### config.mk
export PLATFORM = sky130hd
export DESIGN_NAME = mem_wb_stage_flat
export DESIGN_NICKNAME = d
export VERILOG_FILES = /design/src/rtl/mem_wb_stage_if.sv /design/src/rtl/mem_wb_stage.sv /design/src/flat_wrapper.sv
export SDC_FILE = /design/constraint.sdc
export NUM_CORES = 2
export LEC_CHECK = 0
export CORE_MARGIN = 5
export CORE_UTILIZATION = 32
export CTS_CLUSTER_SIZE = 20
export DETAILED_ROUTE_END_ITERATION = 8
export HOLD_SLACK_MARGIN = 0.15
export PLACE_DENSITY = 0.46
export SYNTH_ARGS = -nofsm -noshare
export SYNTH_HDL_FRONTEND = slang
export SYNTH_SLANG_ARGS = --single-unit
### constraint.sdc
create_clock -name clk -period 5.08 [get_ports clk]
set_input_delay 0.508 -clock clk [delete_from_list [all_inputs] [get_ports clk]]
set_output_delay 0.508 -clock clk [all_outputs]
set_load 0.02 [all_outputs]
### src/rtl/mem_wb_stage_if.sv
// MEM/WB stage bus: EX_MEM latch controls and operands flowing into the
// memory stage, plus the registered writeback results and the raw RAM read
// data coming back out. The master side is whoever drives the EX_MEM latch;
// the slave side is the memory stage itself.
interface mem_wb_stage_if #(
    parameter int DW = 32
);
    logic          MEM_load_instr;
    logic          MEM_RF_enable;
    logic          MEM_Size_enable;
    logic          MEM_RW_enable;
    logic          MEM_Enable_signal;
    logic [DW-1:0] MEM_alu_result;
    logic [DW-1:0] MEM_store_data;
    logic [3:0]    MEM_rd;

    logic          WB_RF_enable;
    logic [3:0]    WB_rd;
    logic [DW-1:0] WB_data;
    logic [DW-1:0] DO;

    modport master (
        output MEM_load_instr,
        output MEM_RF_enable,
        output MEM_Size_enable,
        output MEM_RW_enable,
        output MEM_Enable_signal,
        output MEM_alu_result,
        output MEM_store_data,
        output MEM_rd,
        input  WB_RF_enable,
        input  WB_rd,
        input  WB_data,
        input  DO
    );

    modport slave (
        input  MEM_load_instr,
        input  MEM_RF_enable,
        input  MEM_Size_enable,
        input  MEM_RW_enable,
        input  MEM_Enable_signal,
        input  MEM_alu_result,
        input  MEM_store_data,
        input  MEM_rd,
        output WB_RF_enable,
        output WB_rd,
        output WB_data,
        output DO
    );
endinterface

### src/rtl/mem_wb_stage.sv
// Memory-access stage of the 5-stage pipeline.
// Holds a byte-addressable, big-endian data RAM (2**AW bytes), performs the
// load/store for the instruction currently in MEM, and registers the chosen
// writeback value (load data or ALU result) into the MEM/WB latch.
// Word accesses are silently aligned down to a 4-byte boundary, so a word
// never straddles the top of the RAM.
module mem_wb_stage #(
    parameter int AW = 8,
    parameter int DW = 32
) (
    input  logic                  clk,
    input  logic                  R,
    mem_wb_stage_if.slave         bus
);
    localparam int DEPTH = 2 ** AW;

    // Data RAM; not reset, so a bench may preload it hierarchically.
    logic [7:0]    Mem [DEPTH];

    logic [AW-1:0] addr;
    logic [AW-1:0] addr_b0;
    logic [AW-1:0] addr_b1;
    logic [AW-1:0] addr_b2;
    logic [AW-1:0] addr_b3;
    logic          ram_write;
    logic [DW-1:0] read_data;
    logic [DW-1:0] wb_next;

    // Byte lane addresses: word accesses force the low two bits to 00 and
    // walk MSB-first through the four bytes; byte accesses use lane 0 only.
    always_comb begin
        addr    = bus.MEM_alu_result[AW-1:0];
        addr_b0 = addr;
        addr_b1 = {addr[AW-1:2], 2'b01};
        addr_b2 = {addr[AW-1:2], 2'b10};
        addr_b3 = {addr[AW-1:2], 2'b11};
        if (bus.MEM_Size_enable) begin
            addr_b0 = {addr[AW-1:2], 2'b00};
        end
    end

    // Combinational read port: shows current (pre-write) RAM contents
    // whenever the RAM is enabled, zero otherwise.
    always_comb begin
        read_data = '0;
        if (bus.MEM_Enable_signal) begin
            if (bus.MEM_Size_enable) begin
                read_data = {Mem[addr_b0], Mem[addr_b1], Mem[addr_b2], Mem[addr_b3]};
            end else begin
                read_data = {{(DW-8){1'b0}}, Mem[addr_b0]};
            end
        end
    end

    // Writeback select and RAM write strobe for this cycle.
    always_comb begin
        ram_write = bus.MEM_Enable_signal & bus.MEM_RW_enable;
        wb_next   = bus.MEM_load_instr ? read_data : bus.MEM_alu_result;
    end

    assign bus.DO = read_data;

    // MEM/WB latch plus RAM write; a low reset at the edge also blocks the
    // store, so an access interrupted by reset never reaches the RAM.
    always_ff @(posedge clk or negedge R) begin
        if (!R) begin
            bus.WB_RF_enable <= 1'b0;
            bus.WB_rd        <= '0;
            bus.WB_data      <= '0;
        end else begin
            bus.WB_RF_enable <= bus.MEM_RF_enable;
            bus.WB_rd        <= bus.MEM_rd;
            bus.WB_data      <= wb_next;
            if (ram_write) begin
                if (bus.MEM_Size_enable) begin
                    Mem[addr_b0] <= bus.MEM_store_data[31:24];
                    Mem[addr_b1] <= bus.MEM_store_data[23:16];
                    Mem[addr_b2] <= bus.MEM_store_data[15:8];
                    Mem[addr_b3] <= bus.MEM_store_data[7:0];
                end else begin
                    Mem[addr_b0] <= bus.MEM_store_data[7:0];
                end
            end
        end
    end
endmodule

### src/flat_wrapper.sv
// flat-port wrapper written by rule: the top's interface ports become plain ports
module mem_wb_stage_flat 
#(
    parameter int AW = 8,
    parameter int DW = 32
)
  (clk, R, bus_MEM_load_instr, bus_MEM_RF_enable, bus_MEM_Size_enable, bus_MEM_RW_enable, bus_MEM_Enable_signal, bus_MEM_alu_result, bus_MEM_store_data, bus_MEM_rd, bus_WB_RF_enable, bus_WB_rd, bus_WB_data, bus_DO);
  mem_wb_stage_if #(.DW(DW)) bus_i ();
  input  logic clk;
  input  logic R;
  input wire logic [$bits(bus_i.MEM_load_instr)-1:0] bus_MEM_load_instr;
  input wire logic [$bits(bus_i.MEM_RF_enable)-1:0] bus_MEM_RF_enable;
  input wire logic [$bits(bus_i.MEM_Size_enable)-1:0] bus_MEM_Size_enable;
  input wire logic [$bits(bus_i.MEM_RW_enable)-1:0] bus_MEM_RW_enable;
  input wire logic [$bits(bus_i.MEM_Enable_signal)-1:0] bus_MEM_Enable_signal;
  input wire logic [$bits(bus_i.MEM_alu_result)-1:0] bus_MEM_alu_result;
  input wire logic [$bits(bus_i.MEM_store_data)-1:0] bus_MEM_store_data;
  input wire logic [$bits(bus_i.MEM_rd)-1:0] bus_MEM_rd;
  output wire logic [$bits(bus_i.WB_RF_enable)-1:0] bus_WB_RF_enable;
  output wire logic [$bits(bus_i.WB_rd)-1:0] bus_WB_rd;
  output wire logic [$bits(bus_i.WB_data)-1:0] bus_WB_data;
  output wire logic [$bits(bus_i.DO)-1:0] bus_DO;
  assign bus_i.MEM_load_instr = bus_MEM_load_instr;
  assign bus_i.MEM_RF_enable = bus_MEM_RF_enable;
  assign bus_i.MEM_Size_enable = bus_MEM_Size_enable;
  assign bus_i.MEM_RW_enable = bus_MEM_RW_enable;
  assign bus_i.MEM_Enable_signal = bus_MEM_Enable_signal;
  assign bus_i.MEM_alu_result = bus_MEM_alu_result;
  assign bus_i.MEM_store_data = bus_MEM_store_data;
  assign bus_i.MEM_rd = bus_MEM_rd;
  assign bus_WB_RF_enable = bus_i.WB_RF_enable;
  assign bus_WB_rd = bus_i.WB_rd;
  assign bus_WB_data = bus_i.WB_data;
  assign bus_DO = bus_i.DO;
  mem_wb_stage #(.AW(AW), .DW(DW)) u_core (.clk(clk), .R(R), .bus(bus_i));
endmodule
==> metrics.txt <==
Synth top area share=55.13%; cell taking the most area after synthesis=edfxtp_1; Worst Clk Skew=~0.055 ns; initial antenna violation count=64; worst-path cell chain=buf_8, buf_12, buf_4, buf_4, mux2i_1, nand2_1, o221ai_1, a221o_1, o41ai_4, buf_4, o32ai_2, nor2_1, clkdlybuf4s50_1; endpoints failing setup=5; Clock transition at path regs=0.05 ns; slowest CP cell=o41ai_4; register area share after synthesis=a little under three fifths; Vias/cell=6.480; placed cell count=14499; TritonCTS clock tree=done; FILL cells=33370; DRT Wirelength=approximately 660000 µm; violated checks=setup timing; worst hold path type=in -> reg; clk root buf=clkbuf_16; clock sinks=2085; WP buf/inv=6; CTS Buf Count=roughly 260; required time worst endpoint=between 4 and 5 ns; clk_lat worst skew=0.95 ns; Area Overhead vs Synth=19.29%; fin cells=15040; Clock Tree Buf Depth=4; hold depth=2; final worst path period need=5.152 ns; Max-Cap Viols=0; GRT Residual Overflow=0; chip width=600.4 µm; status=finished, violations left; CP max FO=14; main combinational cell family by area after synthesis=compound AO/OA/AOI/OAI gates; syn nets=9741; fmax=194.1 MHz; Stages on worst setup path=13; Post-Syn Area=0.1116 mm²; Mapped Cells=around 9700; nature of the critical path endpoint=output port; R2R depth=6; GRT Util Overall=35.27%; row count=about 220; mux contribution to synthesized area=13.09%; crit path DAT=4.64 ns; met1 usage=46.37%; Starting Density=32.17%; Startpoint Class=input port; First DRT Iteration DRCs=about 17000; Die Ht=600.4 µm; gpl congestion=1.043; Synth Area in Compound Gates=15.45%; Crit Path Category=in -> out; Tightest Pin Transition=1.429 ns; Post-synth EDFFs=2048; Tot Pwr=43.94 mW; Primary FF master, synth=edfxtp_1; Synth Area in Adders=0%; IO buf count=143; pin count of the biggest net entering global routing=82; static leakage=roughly 46 nW; via count=97455; Pre-antenna DRT Iters=6; vias in the first global route=90517; slew margin rel.=between 4 and 5%; peak supply drop=0.2090 mV; die area=between 0.3 and 0.4 mm²; Seq cells post-synth=between 2000 and 2500; Yosys warnings=0; Final Hold Vio Count=0; most frequent CP cell=buf_4; CTS H-tree depth=5; Synth cell types=79; share of layout cells above drive strength 1=20.18%; Final Worst Setup Slack=-0.07156 ns; Routed wire per std cell=approximately 44 µm; asr flop ratio synth=1.775%; commonest non-fill, non-tap cell in the layout=nor2_1; nets@finish=10287; top post-synthesis cells by area=edfxtp_1, nor2_1, mux4_2; hold_ws=0.2041 ns; HPWL after DPL=between 400000 and 500000 µm; GRT met3 Usage=between 8 and 9%; Syn Area/Cell=11.54 µm²; fin. max-slew vios=0; slowest stage delay, CP=0.65 ns; Remaining DRCs=0; pwr/cell area=approximately 330 mW/mm²; core area=0.3467 mm²; GRT met2 Usage=52.57%; Synth Area in XOR/XNOR=0%; first-pass GRT wire length=just under 900000 µm; commonest non-fill, non-tap cells in the layout=nor2_1, edfxtp_1, buf_4, o21a_1, nand2_1; Ports=144; GR peak layer=met2; CP top delay family=buffers and inverters; fin crit share=101.4%; remaining antenna violation count=0; RSZ-0062 raised after global routing=false; simple-gate area share of the yosys netlist=between 10 and 15%
## sequential cells by signal, indices dropped and copies added, names as in the netlist
name	count
u_core.bus.WB_data	32
u_core.bus.WB_rd	4
u_core.bus.WB_RF_enable	1
u_core.Mem	2048
## final timing paths
kind,from,endpoint,slack [ns]
setup / recovery,bus_MEM_alu_result[0],bus_DO[30],-0.07
hold / removal,bus_MEM_alu_result[24],u_core.bus.WB_data[24],0.20
setup reg to reg,u_core.Mem[233][5],u_core.bus.WB_data[21],1.58
hold reg to reg,u_core.Mem[190][5],u_core.bus.WB_data[13],1.21
max in group asynchronous,R,u_core.bus.WB_data[1],4.30
min in group asynchronous,R,u_core.bus.WB_data[12],0.41
## through the flow
stage	instance area (µm²)	setup WS, ns	utilization [%]	TNS (ns)
final	133100	-0.07156	38.38	-0.2207
after detailed placement	124000	-0.4821	35.77	-3.621
after floorplan	111600	1.803	-	0
after global placement	124000	-0.9485	35.76	-6.042
after global routing	133000	0.001434	38.35	0
after CTS	132800	0.004444	38.31	0
## cell families (layout without fill, tap and decap cells)
logic type	after synthesis	in the layout
AND/OR/NAND/NOR	3191	3191
AO/OA/AOI/OAI	2475	2475
flip-flops	2085	2085
multiplexers	963	963
buffers and inverters	952	1700
other	0	48
## synthesized netlist by cell type, types with 15 or more instances
cell	number
a2111oi_0	15
a211oi_1	44
a21oi_1	213
a221oi_1	85
a22o_1	27
a22oi_1	145
a2bb2oi_1	83
a31oi_1	22
buf_1	102
buf_2	306
buf_4	71
buf_6	29
clkbuf_1	417
dfrtp_1	37
edfxtp_1	2048
inv_1	17
mux2_2	120
mux2i_1	458
mux4_2	385
nand2_1	559
nand2_2	20
nand3_1	70
nand4_1	38
nor2_1	2332
nor2b_1	26
nor3b_1	37
o2111ai_1	25
o211ai_1	30
o21a_1	678
o21ai_0	340
o221ai_1	80
o22a_1	103
o22ai_1	508
## worst register-to-register path, stage by stage (launching register included)
cell	delay, ns
edfxtp_1	0.51
mux4_2	0.71
a22oi_1	0.41
nand4_1	0.17
nor3_1	0.99
a21oi_1	0.29
mux2_2	0.34
## metal layers
layer / wire (µm) / vias up / part of all wire, %
li1: - / 37919 / -
met1: 254200 / 50183 / 38
met2: 284200 / 7780 / 43
met3: 76660 / 1545 / 12
met4: 48710 / 28 / 7.3
met5: 190 / - / 0.029
## where the power goes
part | switching, mW | leakage [nW] | internal [mW]
combinational | 3.99 | 22.8 | 1.83
clock | 8.22 | 4.11 | 10.9
sequential | 0.0350 | 18.9 | 19.0
total | 12.2 | 45.8 | 31.7
## final cells by class
type | count | area, µm² | share of cell area, %
Tap cell | 4578 | 5728 | 4.304
Antenna cell | 48 | 120.1 | 0.09026
Clock inverter | 152 | 1572 | 1.181
Timing Repair Buffer | 1207 | 10990 | 8.256
Sequential cell | 2085 | 62420 | 46.91
Multi-Input combinational cell | 6629 | 45260 | 34.01
Inverter | 26 | 143.9 | 0.1081
Clock buffer | 315 | 6839 | 5.139
## repair_timing
item,4_1_cts,5_1_grt
setup buffers,0,1
endpoints found under the hold margin,84,0
pin swaps,2,4
gates resized for setup,24,20
hold buffers,25,0
setup endpoints to repair,14,11
Power figures use the tool's default switching activity.
